### src/rtl/alu_pkg.sv
// Shared constants and types for the 8-bit ALU datapath (operand mux,
// ALU, result demux).
//   WIDTH : data word width
//   LANES : number of mux/demux lanes
//   SEL_W : lane select width
//   OCC_W : width of a 0..LANES lane count
package alu_pkg;

  localparam int WIDTH = 8;
  localparam int LANES = 8;
  localparam int SEL_W = 3;
  localparam int OCC_W = 4;

  typedef logic [WIDTH-1:0] word_t;
  typedef logic [SEL_W-1:0] sel_t;
  typedef logic [OCC_W-1:0] occ_t;

  function automatic occ_t count_ones(input logic [LANES-1:0] bits);
    occ_t cnt;
    cnt = '0;
    for (int i = 0; i < LANES; i++) begin
      cnt = cnt + occ_t'(bits[i]);
    end
    return cnt;
  endfunction

endpackage

### src/rtl/demux_lane.sv
// Single-entry lane buffer for the result demux.
//   clk, rst_n : clock, async active-low reset
//   wr_en      : store wr_data into this lane (already qualified by ready)
//   wr_data    : word to store
//   ack        : consumer takes the held word this cycle
//   flush      : clear valid; a same-cycle write is discarded
//   data       : held word (kept after ack until the next write)
//   valid      : lane holds an unconsumed word
//   ready      : lane can accept a word this cycle
//   ack_taken  : ack hit a full lane (counts toward occupancy)
module demux_lane
  import alu_pkg::*;
(
  input  logic  clk,
  input  logic  rst_n,
  input  logic  wr_en,
  input  word_t wr_data,
  input  logic  ack,
  input  logic  flush,
  output word_t data,
  output logic  valid,
  output logic  ready,
  output logic  ack_taken
);

  // An ack frees the slot in the same cycle, so a full lane being acked
  // can take a new word without a bubble.
  assign ready     = !valid || ack;
  assign ack_taken = ack && valid;

  always_ff @(posedge clk or negedge rst_n) begin
    if (!rst_n) begin
      data  <= '0;
      valid <= 1'b0;
    end else begin
      if (wr_en && !flush) begin
        data <= wr_data;
      end
      // Write beats ack so a reload on an acked lane keeps valid high.
      if (flush) begin
        valid <= 1'b0;
      end else if (wr_en) begin
        valid <= 1'b1;
      end else if (ack) begin
        valid <= 1'b0;
      end
    end
  end

endmodule

### src/rtl/demux_1to8_reg.sv
// Registered 1-to-8 result demux with per-lane valid/ack handshake.
//   clk, rst_n : clock, async active-low reset
//   in_valid   : producer offers in_data to lane in_select
//   in_select  : destination lane 0..7
//   in_data    : data word
//   in_ready   : selected lane can accept (combinational, ignores in_valid)
//   flush      : synchronous clear of all lane valid flags
//   out_data   : packed lane words, lane k at [8k+7:8k]
//   out_valid  : per-lane unconsumed-data flags
//   out_ack    : per-lane consumer acknowledge
//   occupancy  : registered count of set out_valid bits
module demux_1to8_reg
  import alu_pkg::*;
(
  input  logic                   clk,
  input  logic                   rst_n,
  input  logic                   in_valid,
  input  sel_t                   in_select,
  input  word_t                  in_data,
  output logic                   in_ready,
  input  logic                   flush,
  output logic [LANES*WIDTH-1:0] out_data,
  output logic [LANES-1:0]       out_valid,
  input  logic [LANES-1:0]       out_ack,
  output occ_t                   occupancy
);

  logic [LANES-1:0] lane_ready;
  logic [LANES-1:0] lane_wr;
  logic [LANES-1:0] ack_taken;
  word_t            lane_data [LANES];
  logic             wr_fire;
  occ_t             occ_next;

  assign in_ready = lane_ready[in_select];
  assign wr_fire  = in_valid && in_ready;

  always_comb begin
    lane_wr = '0;
    if (wr_fire) begin
      lane_wr[in_select] = 1'b1;
    end
  end

  for (genvar k = 0; k < LANES; k++) begin : g_lane
    demux_lane u_lane (
      .clk       (clk),
      .rst_n     (rst_n),
      .wr_en     (lane_wr[k]),
      .wr_data   (in_data),
      .ack       (out_ack[k]),
      .flush     (flush),
      .data      (lane_data[k]),
      .valid     (out_valid[k]),
      .ready     (lane_ready[k]),
      .ack_taken (ack_taken[k])
    );
    assign out_data[k*WIDTH +: WIDTH] = lane_data[k];
  end

  // Write and acks are counted independently: a reload on an acked lane
  // nets to zero, matching its valid bit staying set.
  always_comb begin
    occ_next = occupancy + occ_t'(wr_fire) - count_ones(ack_taken);
  end

  always_ff @(posedge clk or negedge rst_n) begin
    if (!rst_n) begin
      occupancy <= '0;
    end else if (flush) begin
      occupancy <= '0;
    end else begin
      occupancy <= occ_next;
    end
  end

endmodule

### config.mk
export PLATFORM = sky130hd
export DESIGN_NAME = demux_1to8_reg
export DESIGN_NICKNAME = d
export VERILOG_FILES = /design/src/rtl/alu_pkg.sv /design/src/rtl/demux_lane.sv /design/src/rtl/demux_1to8_reg.sv
export SDC_FILE = /design/constraint.sdc
export NUM_CORES = 1
export LEC_CHECK = 0
export ABC_AREA = 0
export ABC_CLOCK_PERIOD_IN_PS = 3100
export CAP_MARGIN = 40
export CORE_ASPECT_RATIO = 0.8
export CORE_MARGIN = 2
export CORE_UTILIZATION = 44
export CTS_BUF_LIST = sky130_fd_sc_hd__clkbuf_4 sky130_fd_sc_hd__clkbuf_8
export DETAILED_ROUTE_END_ITERATION = 8
export PLACE_DENSITY_LB_ADDON = 0.3
export SLEW_MARGIN = 20
export SYNTH_ARGS = -nofsm -noshare
export SYNTH_HDL_FRONTEND = slang
export SYNTH_SLANG_ARGS = --single-unit
### constraint.sdc
create_clock -name clk -period 3.1 [get_ports clk]
set_clock_uncertainty 0.2 [all_clocks]
set_input_delay 0.62 -clock clk [delete_from_list [all_inputs] [get_ports clk]]
set_output_delay 0.62 -clock clk [all_outputs]
set_load 0.03 [all_outputs]
# Word level (Yosys, flattened, before mapping)
# Cells that the tools add are included.
# classes
n_addsub	9
order_cmp	2
n_mux	30
n_reduce_logical	43
# op_table
cell	n
1-bit 2-to-1 mux	26
3-bit nonzero test	8
4-bit by 1-bit adder with 4-bit output	5
1-bit logical AND	18
1-bit zero test	9
1-bit logical OR	8
8-bit 2-to-1 mux	1
3-bit by 1-bit adder with 4-bit output	1
3-bit by 4-bit less-than comparator with 1-bit output, second input constant	1
4-bit 2-to-1 mux	1
4-bit subtractor	1
2-bit by 1-bit adder with 3-bit output	1
1-bit binary-select mux with 3-bit select	1
1-bit demux with 3-bit select	1
3-bit by 1-bit >= comparator with 1-bit output, second input constant	1
1-bit by 1-bit adder with 2-bit output	1
# totals
register_bits	76
word_cells	101

# Longest topological paths before layout
# logic_depth
word_depth	10
ltp_mapped	13
mapped_depth_nobuf	13

# Hierarchy
# From an unflattened synthesis, not the netlist that was laid out.
# unflattened
cells_unflattened	253
area_unflattened_um2	3784.9
# by_module_without_submodules
mod	n_inst	cells_each	area_each_um2	seq_area_each_um2
demux_lane	8	23	391.6	225.2
demux_1to8_reg	1	69	651.9	100.1

# Worst setup path after synthesis
# OpenSTA, ideal clock, no wires.
# synth_path
kind	in2reg
start	input out_ack[7]
end	register occupancy[3]
setup_time_ns	0.130
arrival_ns	3.264
required_time_ns	2.770
slack_ns	-0.494
cell_stages	11
cell_sequence	and2_1 -> fa_1 -> fa_1 -> fa_1 -> inv_1 -> fa_1 -> ha_1 -> ha_1 -> xor2_1 -> xnor2_1 -> nor2_1
# synth_between
elab_chain_len	7
word_cells_on_any_way	9
cone_classes	add/sub: 3; mux: 3; reduce/logical: 3
# synth_rtl
element	line	text
start: declaration	demux_1to8_reg.sv:24	input logic [LANES-1:0] out_ack,
1-bit logical OR	demux_lane.sv:28	assign ready = !valid || ack;
1-bit binary-select mux with 3-bit select	demux_1to8_reg.sv:35	assign in_ready = lane_ready[in_select];
1-bit 2-to-1 mux (implied by the code)	demux_1to8_reg.sv:35	
1-bit logical AND	demux_1to8_reg.sv:36	assign wr_fire = in_valid && in_ready;
4-bit by 1-bit adder with 4-bit output	demux_1to8_reg.sv:64	occ_next = occupancy + occ_t'(wr_fire) - count_ones(ack_taken);
4-bit subtractor (*)	demux_1to8_reg.sv:64	
4-bit 2-to-1 mux (*)	demux_1to8_reg.sv:70	end else if (flush) begin
end signal: assignment	demux_1to8_reg.sv:73	occupancy <= occ_next;
end: declaration	demux_1to8_reg.sv:25	output occ_t occupancy
# Mark *: on every way between the ends. The rest lies on a longest branch, timed or not. The select of a mux whose other input is x is not followed.
# A chain may end at the register's enable or synchronous reset.

# Worst setup path in the final report
# Same ends and word-level chain as after synthesis.

==> results_tabular.tex <==
\begin{tabular}{lr}
\hline
Metric & Value \\
\hline
\multicolumn{2}{l}{\textbf{CTS}} \\
CTS buffer count & 9 \\
Total setup buffers inserted after CTS & 0 \\
Sink count of the clock tree & 76 \\
Clock tree root driver cell & clkbuf\_8 \\
Clock network latency to the later pin of the worst-skew pair & 0.33 ns \\
Reg clk slew, reported paths & 0.08 ns \\
Number of H-tree branching levels & 3 \\
Number of hold buffers added after CTS & 0 \\
Buffer depth of the longest clock path & 2 \\
Clock tree from TritonCTS & built \\
\multicolumn{2}{l}{\textbf{Timing}} \\
Portion of the clock cycle consumed by the worst path in the final layout & 1.08 \\
Tightest Pin Transition & 0.443 ns \\
Headroom to the max-slew limit & 0.705 \\
Max Clock Freq & 0.299 GHz \\
Final number of max-transition violations & 0 \\
Endpoints failing hold & 0 \\
Final setup violating endpoints & 2 \\
Final Worst Setup Slack & -0.246 ns \\
Time the final worst path needs with I/O delays and setup & 3.35 ns \\
Setup repair after global routing missed its margin & true \\
\multicolumn{2}{l}{\textbf{Synthesis}} \\
Post-Syn Area & 3390 um\^{}2 \\
Share of the synthesized area in the top cell type & 0.560 \\
Synthesized area per cell & 14.4 um\^{}2 \\
Post-Synth Adder-Cell Area & 0.0612 \\
Cell type with the highest aggregate area in the netlist & dfrtp\_1 \\
Post-synthesis xor/xnor area fraction & 0.00774 \\
Count of mapped cells out of synthesis & 236 \\
Main combinational cell family by area after synthesis & multiplexers \\
Most instantiated flip-flop cell in the synthesis netlist & dfrtp\_1 \\
Number of different library cells in the post-synthesis netlist & 31 \\
Syn nets & 272 \\
Post-synthesis mux area share & 0.219 \\
Share of the yosys chip area belonging to registers & 0.560 \\
Number of synthesized flops with an enable pin & 0 \\
Top cells by instance count after synthesis & dfrtp\_1, mux2\_2, mux2\_1, inv\_1, buf\_4 \\
Warning count from the yosys run & 0 \\
Complex-gate fraction of the synthesized area & 0.0251 \\
Post-synthesis simple-gate area fraction & 0.0840 \\
Count leader, synth & dfrtp\_1 \\
Largest cells by area after synthesis & dfrtp\_1, mux2\_2, mux2\_1 \\
Post-synth ARST share & 1.00 \\
Number of storage elements in the synthesis netlist & 76 \\
\multicolumn{2}{l}{\textbf{Place}} \\
Final weighted congestion in routability-driven placement & 0.881 \\
Detailed placement HPWL & 5.81 mm \\
Worst setup timing slack at the placement stage & -1.05 ns \\
Instance area at placement & 4610 um\^{}2 \\
Quantity of I/O buffers inserted on ports & 99 \\
\multicolumn{2}{l}{\textbf{Setup path}} \\
Critical Path Start & out\_ack[7] \\
Internal reg-to-reg setup slack & -0.22 ns \\
Number of buffer and inverter instances along the worst setup path & 2 \\
Kind of capture point of the worst setup path & flip-flop \\
Worst stage delay on the critical path & 0.47 ns \\
End point of the critical path & occupancy[3] \\
Cell with the largest stage delay on the worst path & fa\_1 \\
Reg2Reg Launch Point & g\_lane[7].u\_lane.valid \\
Kind of start point of the critical path & primary input \\
Number of cells on the worst reg-to-reg path & 11 \\
Cell family with most CP delay & adder cells \\
Top fanout value on the critical path & 3 \\
Arrival @ worst endpoint & 3.37 ns \\
Number of stages on the worst setup path & 12 \\
Critical register-to-register path endpoint & occupancy[3] \\
CP Data Required Time & 3.12 ns \\
Cells along the critical path & buf\_2 -> and2\_4 -> fa\_2 -> fa\_1 -> fa\_2 -> inv\_2 -> fa\_1 -> ha\_4 -> ha\_4 -> xor2\_2 -> xnor2\_1 -> nor2\_1 \\
Critical path class & in -> reg \\
\multicolumn{2}{l}{\textbf{Route}} \\
Number of iterations in the first detailed-routing pass & 4 \\
Total wire length & 7.92 mm \\
ANT nets after route & 0 \\
Per-cell routed wire length & 17.0 um \\
First DRT Iteration DRCs & 45 \\
Total vias in the final route & 2293 \\
Via-per-instance ratio & 4.92 \\
Residual DRC count & 0 \\
\multicolumn{2}{l}{\textbf{Global route}} \\
Overall Global Routing Usage & 0.202 \\
Initial antenna violation count & 0 \\
Maximum number of pins on one net before global-route repair & 45 \\
Wire length of the first global-routing pass & 12.5 mm \\
GRT Residual Overflow & 0 \\
Vias in the first global route & 2377 \\
\multicolumn{2}{l}{\textbf{Die}} \\
I/O pin total & 100 \\
Vertical die dimension & 82.6 um \\
Overall die area & 8440 um\^{}2 \\
Starting density of the core & 0.457 \\
Placeable Area & 7430 um\^{}2 \\
Number of rows created at floorplan & 28 \\
Horizontal die dimension & 102 um \\
\multicolumn{2}{l}{\textbf{Status}} \\
Result of the run & complete, but fails checks \\
Violated checks & negative setup slack \\
\multicolumn{2}{l}{\textbf{Final layout}} \\
Number of nets in the layout & 392 \\
Final design area excluding fillers & 4860 um\^{}2 \\
Share of cells above drive strength 1 & 0.330 \\
Count of fill cells added during filler insertion & 578 \\
Layout-stage area growth over the synthesis result & 43.2\% \\
Ant diodes & 0 \\
\multicolumn{2}{l}{\textbf{Flow run}} \\
Number of violations of the max-capacitance limit & 0 \\
\multicolumn{2}{l}{\textbf{Pwr}} \\
Max IR drop VDD & 416 uV \\
Pwr per Cell Area & 690 nW/um\^{}2 \\
Pleak & 2.14 nW \\
\multicolumn{2}{l}{\textbf{Worst hold path}} \\
Hold WC Path Type & in -> async \\
\hline
\end{tabular}
==> through the flow <==
step	std cells	hold slack [ns]	TNS, ns	power, W	utilization
floorplan	236	0.124	-0.782	0.00200	-
global placement	449	0.267	-2.46	0.00256	0.618
detailed placement	450	0.274	-2.79	0.00259	0.621
CTS	466	0.0246	-0.430	0.00338	0.651
global route	466	0.0373	-0.441	0.00354	0.655
finish	466	0.0268	-0.306	0.00336	0.655
==> logic make-up after synthesis <==
kind of cell,Yosys count
muxes,65
buffers and inverters,25
DFF,76
adders and majority gates,13
AOI/OAI and AO/OA,12
and+or+nand+nor,42
xor gates and xnor gates,3
==> timing repair <==
action | CTS | global route
setup endpoints to repair | 4 | 2
pin swaps | 15 | 6
endpoints found under the hold margin | 0 | 0
resized for setup | 40 | 6
==> power breakdown <==
group / internal (W) / switching [W] / total, W
Clock: 0.000423 / 0.000339 / 0.000762
Sequential: 0.00120 / 0.000113 / 0.00132
Combinational: 0.000587 / 0.000691 / 0.00128
Total: 0.00221 / 0.00114 / 0.00336
==> placed cells by master (no fill, tap or decap), types with 3 or more instances in the layout <==
master	n
fa_1	3
o21bai_1	4
and2_4	5
nor2b_1	7
mux2_2	40
clkdlybuf4s15_2	3
fa_2	3
nand2b_1	8
buf_4	25
ha_1	3
clkdlybuf4s50_1	88
dfrtp_1	76
mux2_1	24
o21ai_0	4
nand3_2	4
inv_1	9
buf_2	5
nand2_2	3
clkbuf_8	10
clkbuf_4	3
==> how the worst min path moves through the flow <==
stage / slack (ns) / cells after the start / startpoint / endpoint
2_1_floorplan: 0.12 / 0 / rst_n / g_lane[0].u_lane.data[0]
3_3_place_gp: 0.27 / 1 / g_lane[5].u_lane.data[7] / g_lane[5].u_lane.data[7]
3_5_place_dp: 0.27 / 1 / g_lane[3].u_lane.data[2] / g_lane[3].u_lane.data[2]
4_1_cts: 0.02 / 1 / rst_n / g_lane[5].u_lane.data[5]
5_1_grt: 0.04 / 1 / rst_n / g_lane[5].u_lane.data[5]
6_report: 0.03 / 1 / rst_n / g_lane[5].u_lane.data[5]
==> worst register-to-register path: cells and delay by family, from the launching register on <==
kind          cells  cell delay (ns)
buf+inv           1             0.06
flops             1             0.38
xor+xnor          2             0.33
simple gates      2             0.20
fa+ha+maj         6             2.04
==> registers in the layout, summed over array words and instances (netlist names) <==
signal	flops
g_lane.u_lane.valid	8
occupancy	4
g_lane.u_lane.data	64
==> final cells by class <==
cell class / count / area, um^2 / share of cell area
Clock buffer: 13 / 160 / 0.0329
Clock inverter: 3 / 46.3 / 0.00952
Inverter: 11 / 41.3 / 0.00849
Multi-Input combinational cell: 135 / 1430 / 0.293
Sequential cell: 76 / 1900 / 0.391
Tap cell: 105 / 131 / 0.0270
Timing Repair Buffer: 123 / 1160 / 0.238
==> routing by layer <==
metal	vias up	wire length [um]	global-route usage
li1	1053	-	-
met1	1158	3580	0.273
met2	78	3700	0.318
met3	4	599	0.0749
met4	0	40	0.0400
met5	-	0	0
Note: power is estimated with default switching activity, not from simulation.
